<file path="src/rtl/banco_de_registradores_param_pkg.sv">
// Shared types and helpers for the parametrised register bank.
// Clear-engine state encoding and a constant-safe ceil(log2) function.
package banco_de_registradores_param_pkg;

    typedef enum logic [1:0] {
        ST_IDLE  = 2'd0,
        ST_CLEAR = 2'd1,
        ST_DONE  = 2'd2
    } clr_state_e;

    // ceil(log2(n)), never less than 1 so a 2-entry bank still gets an address bit
    function automatic int clog2(input int n);
        int r;
        int v;
        r = 0;
        v = n - 1;
        while (v > 0) begin
            r = r + 1;
            v = v >> 1;
        end
        return (r < 1) ? 1 : r;
    endfunction

endpackage

</file>
<file path="src/rtl/banco_de_registradores_param_clear_seq.sv">
// Bulk-clear sequencer: walks every register index once after a request.
// Ports: clear_i request in; clr_en_o/clr_idx_o drive storage; busy_o, done_o status.
module banco_de_registradores_param_clear_seq
    import banco_de_registradores_param_pkg::*;
#(
    parameter int DEPTH = 16,
    parameter int AW    = 4
) (
    input  logic          Clock_in,
    input  logic          Signal_reset_n,
    input  logic          clear_i,
    output logic          clr_en_o,
    output logic [AW-1:0] clr_idx_o,
    output logic          busy_o,
    output logic          done_o
);

    localparam logic [AW-1:0] LAST = AW'(DEPTH - 1);

    clr_state_e    state_q;
    logic [AW-1:0] idx_q;
    logic          busy_q;
    logic          done_q;

    // Busy spans CLEAR and DONE; done pulses during the single DONE cycle
    always_ff @(posedge Clock_in or negedge Signal_reset_n) begin
        if (!Signal_reset_n) begin
            state_q <= ST_IDLE;
            idx_q   <= '0;
            busy_q  <= 1'b0;
            done_q  <= 1'b0;
        end else begin
            case (state_q)
                ST_IDLE: begin
                    if (clear_i) begin
                        state_q <= ST_CLEAR;
                        idx_q   <= '0;
                        busy_q  <= 1'b1;
                    end
                end
                ST_CLEAR: begin
                    if (idx_q == LAST) begin
                        state_q <= ST_DONE;
                        done_q  <= 1'b1;
                    end else begin
                        idx_q <= idx_q + 1'b1;
                    end
                end
                ST_DONE: begin
                    state_q <= ST_IDLE;
                    busy_q  <= 1'b0;
                    done_q  <= 1'b0;
                end
                default: begin
                    state_q <= ST_IDLE;
                    busy_q  <= 1'b0;
                    done_q  <= 1'b0;
                end
            endcase
        end
    end

    assign clr_en_o  = (state_q == ST_CLEAR);
    assign clr_idx_o = idx_q;
    assign busy_o    = busy_q;
    assign done_o    = done_q;

endmodule

</file>
<file path="src/rtl/banco_de_registradores_param.sv">
// DEPTH x DATA_W register bank: NUM_RD registered read ports, byte-enabled write,
// write-first bypass, optional zero register and a sequenced bulk clear.
module banco_de_registradores_param
    import banco_de_registradores_param_pkg::*;
#(
    parameter  int DATA_W   = 32,
    parameter  int DEPTH    = 16,
    parameter  int NUM_RD   = 2,
    parameter  int ZERO_REG = 0,
    parameter  int ONE_IDX  = 1,
    localparam int AW       = clog2(DEPTH)
) (
    input  logic                     Clock_in,
    input  logic                     Signal_reset_n,
    input  logic [NUM_RD*AW-1:0]     Read_addr,
    input  logic                     Signal_read,
    output logic [NUM_RD*DATA_W-1:0] Out_data,
    input  logic [AW-1:0]            Address_to_write,
    input  logic [DATA_W-1:0]        Data_to_write,
    input  logic [DATA_W/8-1:0]      Write_be,
    input  logic                     Signal_write,
    input  logic                     Signal_clear,
    output logic                     Busy,
    output logic                     Clear_done,
    output logic                     Write_drop
);

    localparam int NB = DATA_W / 8;

    logic [DATA_W-1:0]        mem_q [DEPTH];
    logic [NUM_RD*DATA_W-1:0] out_q, out_d;
    logic                     drop_q, drop_d;
    logic [DATA_W-1:0]        cur, merged;
    logic                     wr_ok;
    logic                     clr_en;
    logic [AW-1:0]            clr_idx;
    logic [AW-1:0]            ra;

    function automatic logic [DATA_W-1:0] rst_val(input int i);
        return (i == ONE_IDX) ? DATA_W'(1) : '0;
    endfunction

    function automatic logic in_rng(input logic [AW-1:0] a);
        return ({{(32-AW){1'b0}}, a} < 32'(DEPTH));
    endfunction

    function automatic logic is_zero(input logic [AW-1:0] a);
        return (ZERO_REG != 0) && (a == '0);
    endfunction

    banco_de_registradores_param_clear_seq #(
        .DEPTH(DEPTH),
        .AW   (AW)
    ) u_clear (
        .Clock_in      (Clock_in),
        .Signal_reset_n(Signal_reset_n),
        .clear_i       (Signal_clear),
        .clr_en_o      (clr_en),
        .clr_idx_o     (clr_idx),
        .busy_o        (Busy),
        .done_o        (Clear_done)
    );

    // Write merge: untouched bytes keep the current contents
    always_comb begin
        cur = '0;
        if (in_rng(Address_to_write)) cur = mem_q[Address_to_write];
        merged = cur;
        for (int b = 0; b < NB; b++) begin
            if (Write_be[b]) merged[8*b +: 8] = Data_to_write[8*b +: 8];
        end
        wr_ok = Signal_write && !Busy
                && in_rng(Address_to_write)
                && !is_zero(Address_to_write);
        drop_d = Signal_write && !wr_ok;
    end

    // Read muxes with write-first bypass; the clear engine is never bypassed
    always_comb begin
        out_d = out_q;
        ra    = '0;
        if (Signal_read) begin
            for (int k = 0; k < NUM_RD; k++) begin
                ra = Read_addr[k*AW +: AW];
                if (!in_rng(ra) || is_zero(ra))
                    out_d[k*DATA_W +: DATA_W] = '0;
                else if (wr_ok && ra == Address_to_write)
                    out_d[k*DATA_W +: DATA_W] = merged;
                else
                    out_d[k*DATA_W +: DATA_W] = mem_q[ra];
            end
        end
    end

    // Clear and write never collide: a write is only accepted while not busy
    always_ff @(posedge Clock_in or negedge Signal_reset_n) begin
        if (!Signal_reset_n) begin
            for (int i = 0; i < DEPTH; i++) mem_q[i] <= rst_val(i);
        end else if (clr_en) begin
            mem_q[clr_idx] <= rst_val(int'(clr_idx));
        end else if (wr_ok) begin
            mem_q[Address_to_write] <= merged;
        end
    end

    always_ff @(posedge Clock_in or negedge Signal_reset_n) begin
        if (!Signal_reset_n) begin
            out_q  <= '0;
            drop_q <= 1'b0;
        end else begin
            out_q  <= out_d;
            drop_q <= drop_d;
        end
    end

    assign Out_data   = out_q;
    assign Write_drop = drop_q;

endmodule

</file>
<file path="config.mk">
export PLATFORM = sky130hd
export DESIGN_NAME = banco_de_registradores_param
export DESIGN_NICKNAME = d
export VERILOG_FILES = /design/src/rtl/banco_de_registradores_param_pkg.sv /design/src/rtl/banco_de_registradores_param_clear_seq.sv /design/src/rtl/banco_de_registradores_param.sv
export SDC_FILE = /design/constraint.sdc
export NUM_CORES = 1
export LEC_CHECK = 0
export BUFFER_PORTS_ARGS = -buffer_cell sky130_fd_sc_hd__buf_4
export CAP_MARGIN = 20
export CELL_PAD_IN_SITES_DETAIL_PLACEMENT = 1
export CELL_PAD_IN_SITES_GLOBAL_PLACEMENT = 1
export CORE_MARGIN = 2
export CORE_UTILIZATION = 27
export CTS_BUF_LIST = sky130_fd_sc_hd__clkbuf_4 sky130_fd_sc_hd__clkbuf_8
export DETAILED_ROUTE_END_ITERATION = 16
export PLACE_DENSITY_LB_ADDON = 0.1
export SETUP_SLACK_MARGIN = 0.2
export SYNTH_ARGS = -nofsm -noshare
export SYNTH_HDL_FRONTEND = slang
export SYNTH_SLANG_ARGS = --single-unit
</file>
<file path="constraint.sdc">
create_clock -name Clock_in -period 2.6 [get_ports Clock_in]
set_input_delay 0.13 -clock Clock_in [delete_from_list [all_inputs] [get_ports Clock_in]]
set_output_delay 0.13 -clock Clock_in [all_outputs]
set_load 0.02 [all_outputs]
</file>
# Word-level counts from Yosys, hierarchy flattened

Index checks and enable logic that the tools add are counted.

Bitwise logic cells: 6
$lt $le $gt $ge: 6
Add/sub/neg operators: 1
Muxes and demuxes: 34
Eq/ne operators: 8
Reduce and logical (&&, ||, !) cells: 15

Operators by type and width:

| kind                | count |
|---|---|
| $bwmux 512          | 2 |
| $mux 512            | 2 |
| $bmux 32 s4         | 3 |
| $mux 32             | 10 |
| $demux 32 s4        | 2 |
| $mux 8              | 4 |
| $ge 5x5->1 const B  | 4 |
| $not 4->5           | 4 |
| $lt 5x1->1 const B  | 2 |
| $eq 4x4->1          | 2 |
| $mux 4              | 2 |
| $pmux 4 s2          | 1 |
| $logic_and 1x1->1   | 6 |
| $reduce_and 2->1    | 3 |
| $add 4x1->4 const B | 1 |
| $eq 4x2->1 const B  | 1 |
| $eq 4x4->1 const B  | 1 |
| $mux 2              | 2 |
| $ne 2x2->1 const B  | 2 |
| $pmux 1 s2          | 2 |
| $pmux 2 s2          | 1 |
| $reduce_bool 2->1   | 2 |
| $mux 1              | 3 |
| $reduce_and 3->1    | 1 |
| other kinds (5)     | 7 |

Word-level logic and storage cells: 92
Register bits after elaboration: 585
Input port bits: 53
Output and inout bits: 67

# Depth between registers and ports, before layout

Gate-level depths: netlist of run 1.

Word-level depth: 8
Mapped depth: 10
Gate-level depth less buffers: 5

# Hierarchy

Synthesis of run 1 repeated with hierarchy kept, for this count alone.

Cells, all modules: 2952
Area, all modules: 35305.1 um^2

Modules (own cells, without submodules):

| module                                 | instances | area an instance (um^2) | cells an instance | sequential area each (um^2) |
|---|---|---|---|---|
| banco_de_registradores_param           | 1         | 34953.5                 | 2920              | 14440.1 |
| banco_de_registradores_param_clear_seq | 1         | 351.6                   | 32                | 200.2 |

# Least setup slack after synthesis of run 1

Ideal clock, no wire load.

Kind: flip-flop to flip-flop
Start point: register u_clear.busy_q (netlist: u_clear.busy_o)
End point: register mem_q[322] (netlist bit)
Clock period less this slack: 2.213 ns
Path buffers: 2
Stages on the path, launching flop included: 8
Data required time: 2.479 ns
Setup time: 0.121 ns
Arrival: 2.092 ns
Slack: 0.387 ns
Cell sequence: dfrtp_1 > nor2b_1 > clkbuf_1 > nand2_1 > nor4_1 > a31oi_1 > clkbuf_1 > a22o_1

Longest elaborated chain between the ends: 3

RTL lines:

| item                               | line                                         | text |
|---|---|---|
| from (decl)                        | banco_de_registradores_param_clear_seq.sv:22 | `logic busy_q;` |
| from (signal assigned)             | banco_de_registradores_param_clear_seq.sv:30 | `busy_q <= 1'b0;` |
| from (signal assigned)             | banco_de_registradores_param_clear_seq.sv:38 | `busy_q <= 1'b1;` |
| from (signal assigned)             | banco_de_registradores_param_clear_seq.sv:51 | `busy_q <= 1'b0;` |
| $logic_not 1->1                    | banco_de_registradores_param.sv:72           | `wr_ok = Signal_write && !Busy` |
| $logic_and 1x1->1                  | banco_de_registradores_param.sv:72           |  |
| $reduce_bool 2->1 (no source line) | --                                           |  |
| to (signal, indexed assignment)    | banco_de_registradores_param.sv:100          | `mem_q[clr_idx] <= rst_val(int'(clr_idx));` |
| to (signal, indexed assignment)    | banco_de_registradores_param.sv:102          | `mem_q[Address_to_write] <= merged;` |
| to (decl)                          | banco_de_registradores_param.sv:30           | `logic [DATA_W-1:0] mem_q [DEPTH];` |

No other way between the ends.
A chain may end at the register's enable or synchronous reset.

# Worst setup path after layout of run 1

Start point: register mem_q[156] (netlist bit)
End point: register mem_q[348] (netlist bit)

Longest elaborated chain between the ends: 7

RTL lines:

| item                                        | line                                | text |
|---|---|---|
| $bmux 32 s4                                 | banco_de_registradores_param.sv:67  | `if (in_rng(Address_to_write)) cur = mem_q[Address_to_write];` |
| $mux 32 (implied by the code) (2 in series) | banco_de_registradores_param.sv:67  |  |
| $mux 8                                      | banco_de_registradores_param.sv:70  | `if (Write_be[b]) merged[8*b +: 8] = Data_to_write[8*b +: 8];` |
| $bwmux 512                                  | banco_de_registradores_param.sv:102 |  |
| $mux 512                                    | banco_de_registradores_param.sv:101 | `end else if (wr_ok) begin` |
| $mux 512                                    | banco_de_registradores_param.sv:99  | `end else if (clr_en) begin` |

No other way between the ends. The select of a mux whose other input is x is not followed.

==> impl_metrics.csv, run 1 <==
group,metric,value,unit
route,first_pass_iters,6,
synth,synth_cells,2865,
setup_path,worstPathArrival,3.06,ns
min_path,hp-class,"input pin to async pin",
route,vias,30300,
setup_path,crit_chain,"mux4_2 -> a22o_1 -> nor4_1 -> a21oi_2 -> a22o_1",
synth,yosysSeqAreaShare,0.423,
setup_path,startpoint,"mem_q[156]",
route,avgRoutedWirePerCell,37.5,µm
global_route,antenna_found_initial,4,
setup_path,setup.worst_path.start_class,"register",
power_and_ir_drop,p_leak,18.9,nW
sta,tightest_slew,0.974,ns
finish,fin_nets,3175,
outcome,status,"completed",
synth,syn-num-nets,2922,
route,ant_nets,0,
setup_path,worst-path-max-fanout,18,
synth,async_flop_share,1.00,
setup_path,cp_top_family,"compound AO/OA/AOI/OAI gates",
synth,synthFlopType,"dfrtp_1",
clock_network,htreeDepth,3,
sta,relSlewSlack,0.351,
synth,ys_types,50,
route,drc,0,
synth,synth_area_leader_cell,"dfrtp_1",
finish,syn2layout_area_growth,24.7,%
die,rows,131,
setup_path,path_class,"register to register",
setup_path,worstPathRequired,3.30,ns
sta,rsz0062_at_grt,"no",
finish,final_cells,4875,
finish,final_cell_area,43200,µm²
synth,yosysTopAreaCellShare,0.422,
synth,synth-seq-cells,585,
sta,finalMaxSlewViolations,0,
setup_path,worst-path-buf-inv,0,
synth,synth_area,34600,µm²
clock_network,cts.sinks,585,
global_route,grt_pass1_wl,257000,µm
synth,yosysWarnings,0,
place,placedCellCount,4601,
place,dpl-instance-area,39800,µm²
place,place_congestion,0.823,
sta,setup_viol,0,
setup_path,crit_path_end_kind,"register",
die,initial_core_util,0.272,
clock_network,clockRootBuffer,"clkbuf_8",
synth,synth_edf_count,0,
sta,period_needed,2.37,ns
setup_path,r2r_slack,0.23,ns
route,drtIter0Drc,2957,
clock_network,cts_tree,"built",
clock_network,cts.clk_slew.worst_paths,0.07,ns
global_route,grt_max_degree,86,
route,wirelength,183000,µm
setup_path,worst_path_max_delay_cell,"mux4_2",
global_route,grt_usage,0.276,
setup_path,cp_common_cell,"a22o_1",
sta,clock_skew,0.0729,ns
die,dieArea,131000,µm²
global_route,gr-total-overflow,0,
power_and_ir_drop,p_per_area,750,nW/µm²
sta,fmax,423,MHz
route,vias_per_cell,6.21,
setup_path,worstReg2RegStart,"mem_q[156]",
sta,period_share,0.910,
die,die_h,362,µm
flow_run,maxCapViolCount,0,
die,die_w,362,µm
place,port_buffers,119,
die,core-area,127000,µm²
clock_network,clock_latency,0.88,ns
sta,finalHoldViolCount,0,
die,io_pins,120,
setup_path,crit_path_max_incr_delay,0.48,ns
clock_network,numCtsBuffers,115,
place,hpwl,110000,µm
setup_path,rr_worst_depth,5,
setup_path,worstReg2RegEnd,"mem_q[348]",
synth,synth_area_leaders,"dfrtp_1, mux4_2, a22o_1",
finish,drive_gt1_frac,0.303,
clock_network,clock_path_buffers,3,
synth,avgSynthCellArea,12.1,µm²
power_and_ir_drop,vdd_drop_max,0.385,mV
global_route,grt_pass1_vias,31800,
==> synth_stat cells (4+ instances only) <==
library cell / count
nand4_1: 25
clkbuf_1: 199
mux2i_1: 279
mux4_2: 255
nand2b_1: 49
a2111oi_0: 38
and2_1: 14
dfrtp_1: 584
buf_2: 73
a22o_1: 564
nand3_1: 25
o22ai_1: 127
a211oi_1: 37
buf_4: 38
a32o_1: 16
a21o_1: 21
nor4_1: 56
inv_1: 39
and3_1: 7
nor3_1: 10
buf_1: 15
nand2_1: 133
nor2_1: 115
nor2b_1: 41
a21oi_1: 5
ha_1: 4
o21ai_0: 5
a31oi_1: 13
a21oi_2: 30
xor2_1: 9
buf_6: 6
==> flip-flops by register name (all words and copies together) (netlist names) <==
register and cells:
u_clear.busy_o 1, u_clear.done_o 1, Write_drop 1, u_clear.state_q 2, mem_q 512, Out_data 64, u_clear.clr_idx_o 4
==> per-stage QoR <==
| step | setup WS, ns | hold WS [ns] | power (mW) | utilization | setup TNS [ns] |
|---|---|---|---|---|---|
| floorplan | 0.387 | -0.166 | 16.3 | - | 0 |
| global placement | -0.0592 | 0.144 | 21.0 | 0.312 | -2.12 |
| detailed placement | -0.0567 | 0.149 | 21.2 | 0.313 | -0.622 |
| CTS | 0.233 | 0.00817 | 32.5 | 0.338 | 0 |
| global route | 0.208 | 0.0650 | 33.6 | 0.339 | 0 |
| finish | 0.234 | 0.0578 | 32.4 | 0.339 | 0 |
==> metal layers <==
| metal | up-vias | track usage | wire length, µm |
|---|---|---|---|
| met5 | - | 0 | 0 |
| met4 | 0 | 0.110 | 7290 |
| met3 | 393 | 0.0492 | 13500 |
| met2 | 1444 | 0.421 | 81700 |
| met1 | 16500 | 0.388 | 80200 |
| li1 | 12000 | - | - |
==> worst max path at each step <==
| stage | slack (ns) | depth (start not counted) | to |
|---|---|---|---|
| after global placement | -0.06 | 7 | Out_data[25] |
| final | 0.23 | 5 | mem_q[348] |
| after floorplan | 0.39 | 7 | mem_q[322] |
| after global routing | 0.21 | 6 | mem_q[91] |
| after detailed placement | -0.06 | 7 | mem_q[89] |
| after CTS | 0.23 | 5 | mem_q[380] |
==> repair_timing <==
action / CTS / global route
resized for setup: 3 / 3
endpoints found under the setup margin: 110 / 15
pin swaps: 1 / 1
endpoints found under the hold margin: 1040 / 0
hold buffers: 43 / 0
buffers inserted: 16 / 3
==> worst register-to-register path, stage by stage (launching register included) <==
cell and delay (ns):
dfrtp_1 0.41, mux4_2 0.48, a22o_1 0.25, nor4_1 0.47, a21oi_2 0.28, a22o_1 0.30
==> cell families (layout without fill, tap and decap cells) <==
| family | count (synthesis) | in the layout | synth area share |
|---|---|---|---|
| XOR/XNOR | 9 | 9 | 0.00228 |
| adder cells (fa/ha/maj) | 4 | 4 | 0.00145 |
| AND/OR/NAND/NOR | 492 | 492 | 0.0705 |
| flip-flops | 585 | 585 | 0.423 |
| other | 0 | 4 | 0 |
| multiplexers | 536 | 536 | 0.247 |
| AO/OA/AOI/OAI | 869 | 869 | 0.207 |
| buffers and inverters | 370 | 714 | 0.0482 |
==> power by group <==
group          total (mW)  switching, mW  internal [mW]  leakage [nW]
combinational        9.62           5.50           4.11          9.43
clock                10.9           4.68           6.21          1.39
sequential           11.9           1.50           10.4          8.07
total                32.4           11.7           20.7          18.9
==> layout by cell type (no fill, tap or decap), types with 9 or more instances in the layout <==
cell and n:
nand2b_1 47, nand4_1 25, clkinv_2 11, xor2_1 9
buf_12 104, clkbuf_8 153, nand3_1 24, nor2_4 11
nor2b_1 36, inv_1 36, a211oi_1 37, mux4_2 255
nor4_1 50, and2_1 14, buf_4 314, nor2_1 103
dlygate4sd3_1 42, a21oi_2 30, a2111oi_0 38, a31oi_4 13
a22o_1 564, a32o_1 16, nand2_1 133, nor3_1 10
a21o_1 21, clkbuf_4 35, dfrtp_1 584, o22ai_1 127
mux2i_1 279
==> final cells by class <==
| type | instances | area, µm² |
|---|---|---|
| Multi-Input combinational cell | 1910 | 18700 |
| Inverter | 39 | 146 |
| Fill cell | 13500 | 84200 |
| Timing Repair Buffer | 467 | 4990 |
| Clock inverter | 20 | 245 |
| Antenna cell | 4 | 10.0 |
| Sequential cell | 585 | 14600 |
| Clock buffer | 188 | 2370 |
| Tap cell | 1662 | 2080 |
(Power assumes the default switching activity.)
==> run 2: changes to the inputs <==
Settings changed: CORE_ASPECT_RATIO set to 0.6, CORE_UTILIZATION 27 to 53.
==> run 2 against run 1 <==
Net effect:
- total power decreased by 7.3%
- non-clock buffer count decreased by 76
- count of clock-buffer cells in the layout decreased by 47
- die area decreased by 49%
- largest cell class unchanged
- register-to-register slack got worse by 0.04 ns
- via count increased by 2.7%
- routed wire length decreased by 16%
- clock skew decreased by 0.041 ns
- worst setup slack got worse by 0.043 ns
- largest power group unchanged
==> impl_metrics.csv, run 2 (synthesis gave the netlist of run 1 again) <==
group,metric,value,unit
outcome,status,"completed",
finish,largest_reg_flops,512,
sta,fmax,415,MHz
sta,clock_skew,0.0316,ns
global_route,grt_usage,0.457,
route,vias,31100,
flow_run,maxCapViolCount,0,
power_and_ir_drop,vdd_drop_max,0.726,mV
place,dpl-instance-area,38100,µm²
min_path,hp-class,"input pin to register",
die,initial_core_util,0.537,
route,first_pass_iters,6,
setup_path,setup.worst_path.start_class,"register",
clock_network,cts.clk_slew.worst_paths,0.07,ns
sta,finalSetupTns,0,ns
place,port_buffers,119,
clock_network,clock_path_buffers,3,
route,ant_nets,0,
setup_path,crit_path_end_kind,"register",
finish,final_cell_area,40600,µm²
route,avgRoutedWirePerCell,38.9,µm
setup_path,worstPathRequired,3.26,ns
finish,drive_gt1_frac,0.284,
global_route,gr-total-overflow,0,
global_route,grt_max_degree,86,
clock_network,clockRootBuffer,"clkbuf_8",
place,hpwl,93500,µm
sta,finalMaxSlewViolations,0,
clock_network,clock_latency,0.75,ns
route,wirelength,154000,µm
finish,fin_nets,3079,
clock_network,numCtsBuffers,94,
sta,period_needed,2.41,ns
die,die_w,334,µm
finish,final_common_cell,"dfrtp_1",
power_and_ir_drop,p_leak,18.1,nW
sta,period_share,0.927,
sta,setup_viol,0,
setup_path,worstPathArrival,3.07,ns
power_and_ir_drop,p_per_area,739,nW/µm²
route,drc,0,
setup_path,path_class,"register to register",
clock_network,cts.sinks,585,
finish,final_cells,3955,
clock_network,htreeDepth,3,
finish,final_cell_mix,"dfrtp_1, a22o_1, buf_4",
global_route,grt_pass1_vias,32000,
sta,finalHoldViolCount,0,
global_route,grt_pass1_wl,225000,µm
die,die_h,202,µm
die,io_pins,120,
route,vias_per_cell,7.86,
sta,relSlewSlack,0.334,
place,placedCellCount,3743,
clock_network,cts_tree,"built",
route,drtIter0Drc,4202,
setup_path,worst-path-max-fanout,12,
sta,tightest_slew,0.973,ns
die,core-area,64500,µm²
die,dieArea,67400,µm²
die,rows,72,
finish,largest-register,"mem_q",
place,place_congestion,0.911,
global_route,antenna_found_initial,2,
finish,syn2layout_area_growth,17.4,%
sta,rsz0062_at_grt,"yes",
==> run 2: changes by cell type in the layout (fill, tap and decap cells not counted), sizes merged, moves of 3 or more <==
cell         before  now
buf             425  372
clkbuf          188  141
clkinv           12   28
dlygate4sd3      42   19
inv              40   37
==> run 2: cell type report <==
type / count / area, µm²
Tap cell: 851 / 1060
Fill cell: 6273 / 23900
Clock inverter: 32 / 269
Sequential cell: 585 / 14600
Multi-Input combinational cell: 1911 / 18700
Inverter: 39 / 146
Clock buffer: 141 / 1820
Timing Repair Buffer: 391 / 4000
Antenna cell: 5 / 12.5
==> run 2: final timing paths <==
kind / from / endpoint / slack [ns] / cells after the start
worst max-delay path: u_clear.state_q[1] / mem_q[269] / 0.19 / 7
worst min-delay path: Data_to_write[2] / Out_data[34] / 0.03 / 5
worst max register to register: u_clear.state_q[1] / mem_q[269] / 0.19 / 7
worst min register to register: u_clear.done_o / u_clear.done_o / 0.51 / 1
max in group asynchronous: Signal_reset_n / mem_q[171] / 1.27 / 4
min in group asynchronous: Signal_reset_n / mem_q[184] / 0.46 / 3
==> run 2: worst max-delay path, cell delays in order (launching register included) <==
cell and delay [ns]:
dfrtp_1 0.42, nand2b_1 0.21, nand3_1 0.10, buf_4 0.18, nor2_4 0.09, nor2_4 0.69
buf_4 0.42, a22o_1 0.19
==> run 2: stage by stage <==
step / utilization / setup slack, ns / total power [mW] / hold slack, ns
floorplan: - / 0.387 / 16.3 / -0.166
global placement: 0.590 / 0.0852 / 19.9 / 0.148
detailed placement: 0.590 / 0.0630 / 20.3 / 0.152
CTS: 0.627 / 0.212 / 29.5 / 0.00657
global route: 0.630 / 0.195 / 30.8 / 0.0460
finish: 0.630 / 0.190 / 30.0 / 0.0317
==> run 2: what timing repair did <==
item | in CTS | in global routing
gates cloned | 1 | 0
hold buffers | 20 | 0
buffers inserted | 5 | 6
pin swaps | 1 | 1
setup endpoints to repair | 63 | 146
resized for setup | 5 | 5
hold endpoints to repair | 615 | 0
==> run 2: where the power goes <==
group / switching (mW) / leakage, nW / internal, mW
clock network: 4.23 / 1.12 / 4.89
logic: 5.14 / 8.94 / 3.85
registers: 1.53 / 8.07 / 10.4
==> run 2: per-layer routing <==
layer,track usage,vias up,wire length [µm]
li1,-,11800,-
met1,0.632,16200,58600
met2,0.638,2598,63800
met3,0.176,591,23300
met4,0.204,2,8050
met5,0,-,13
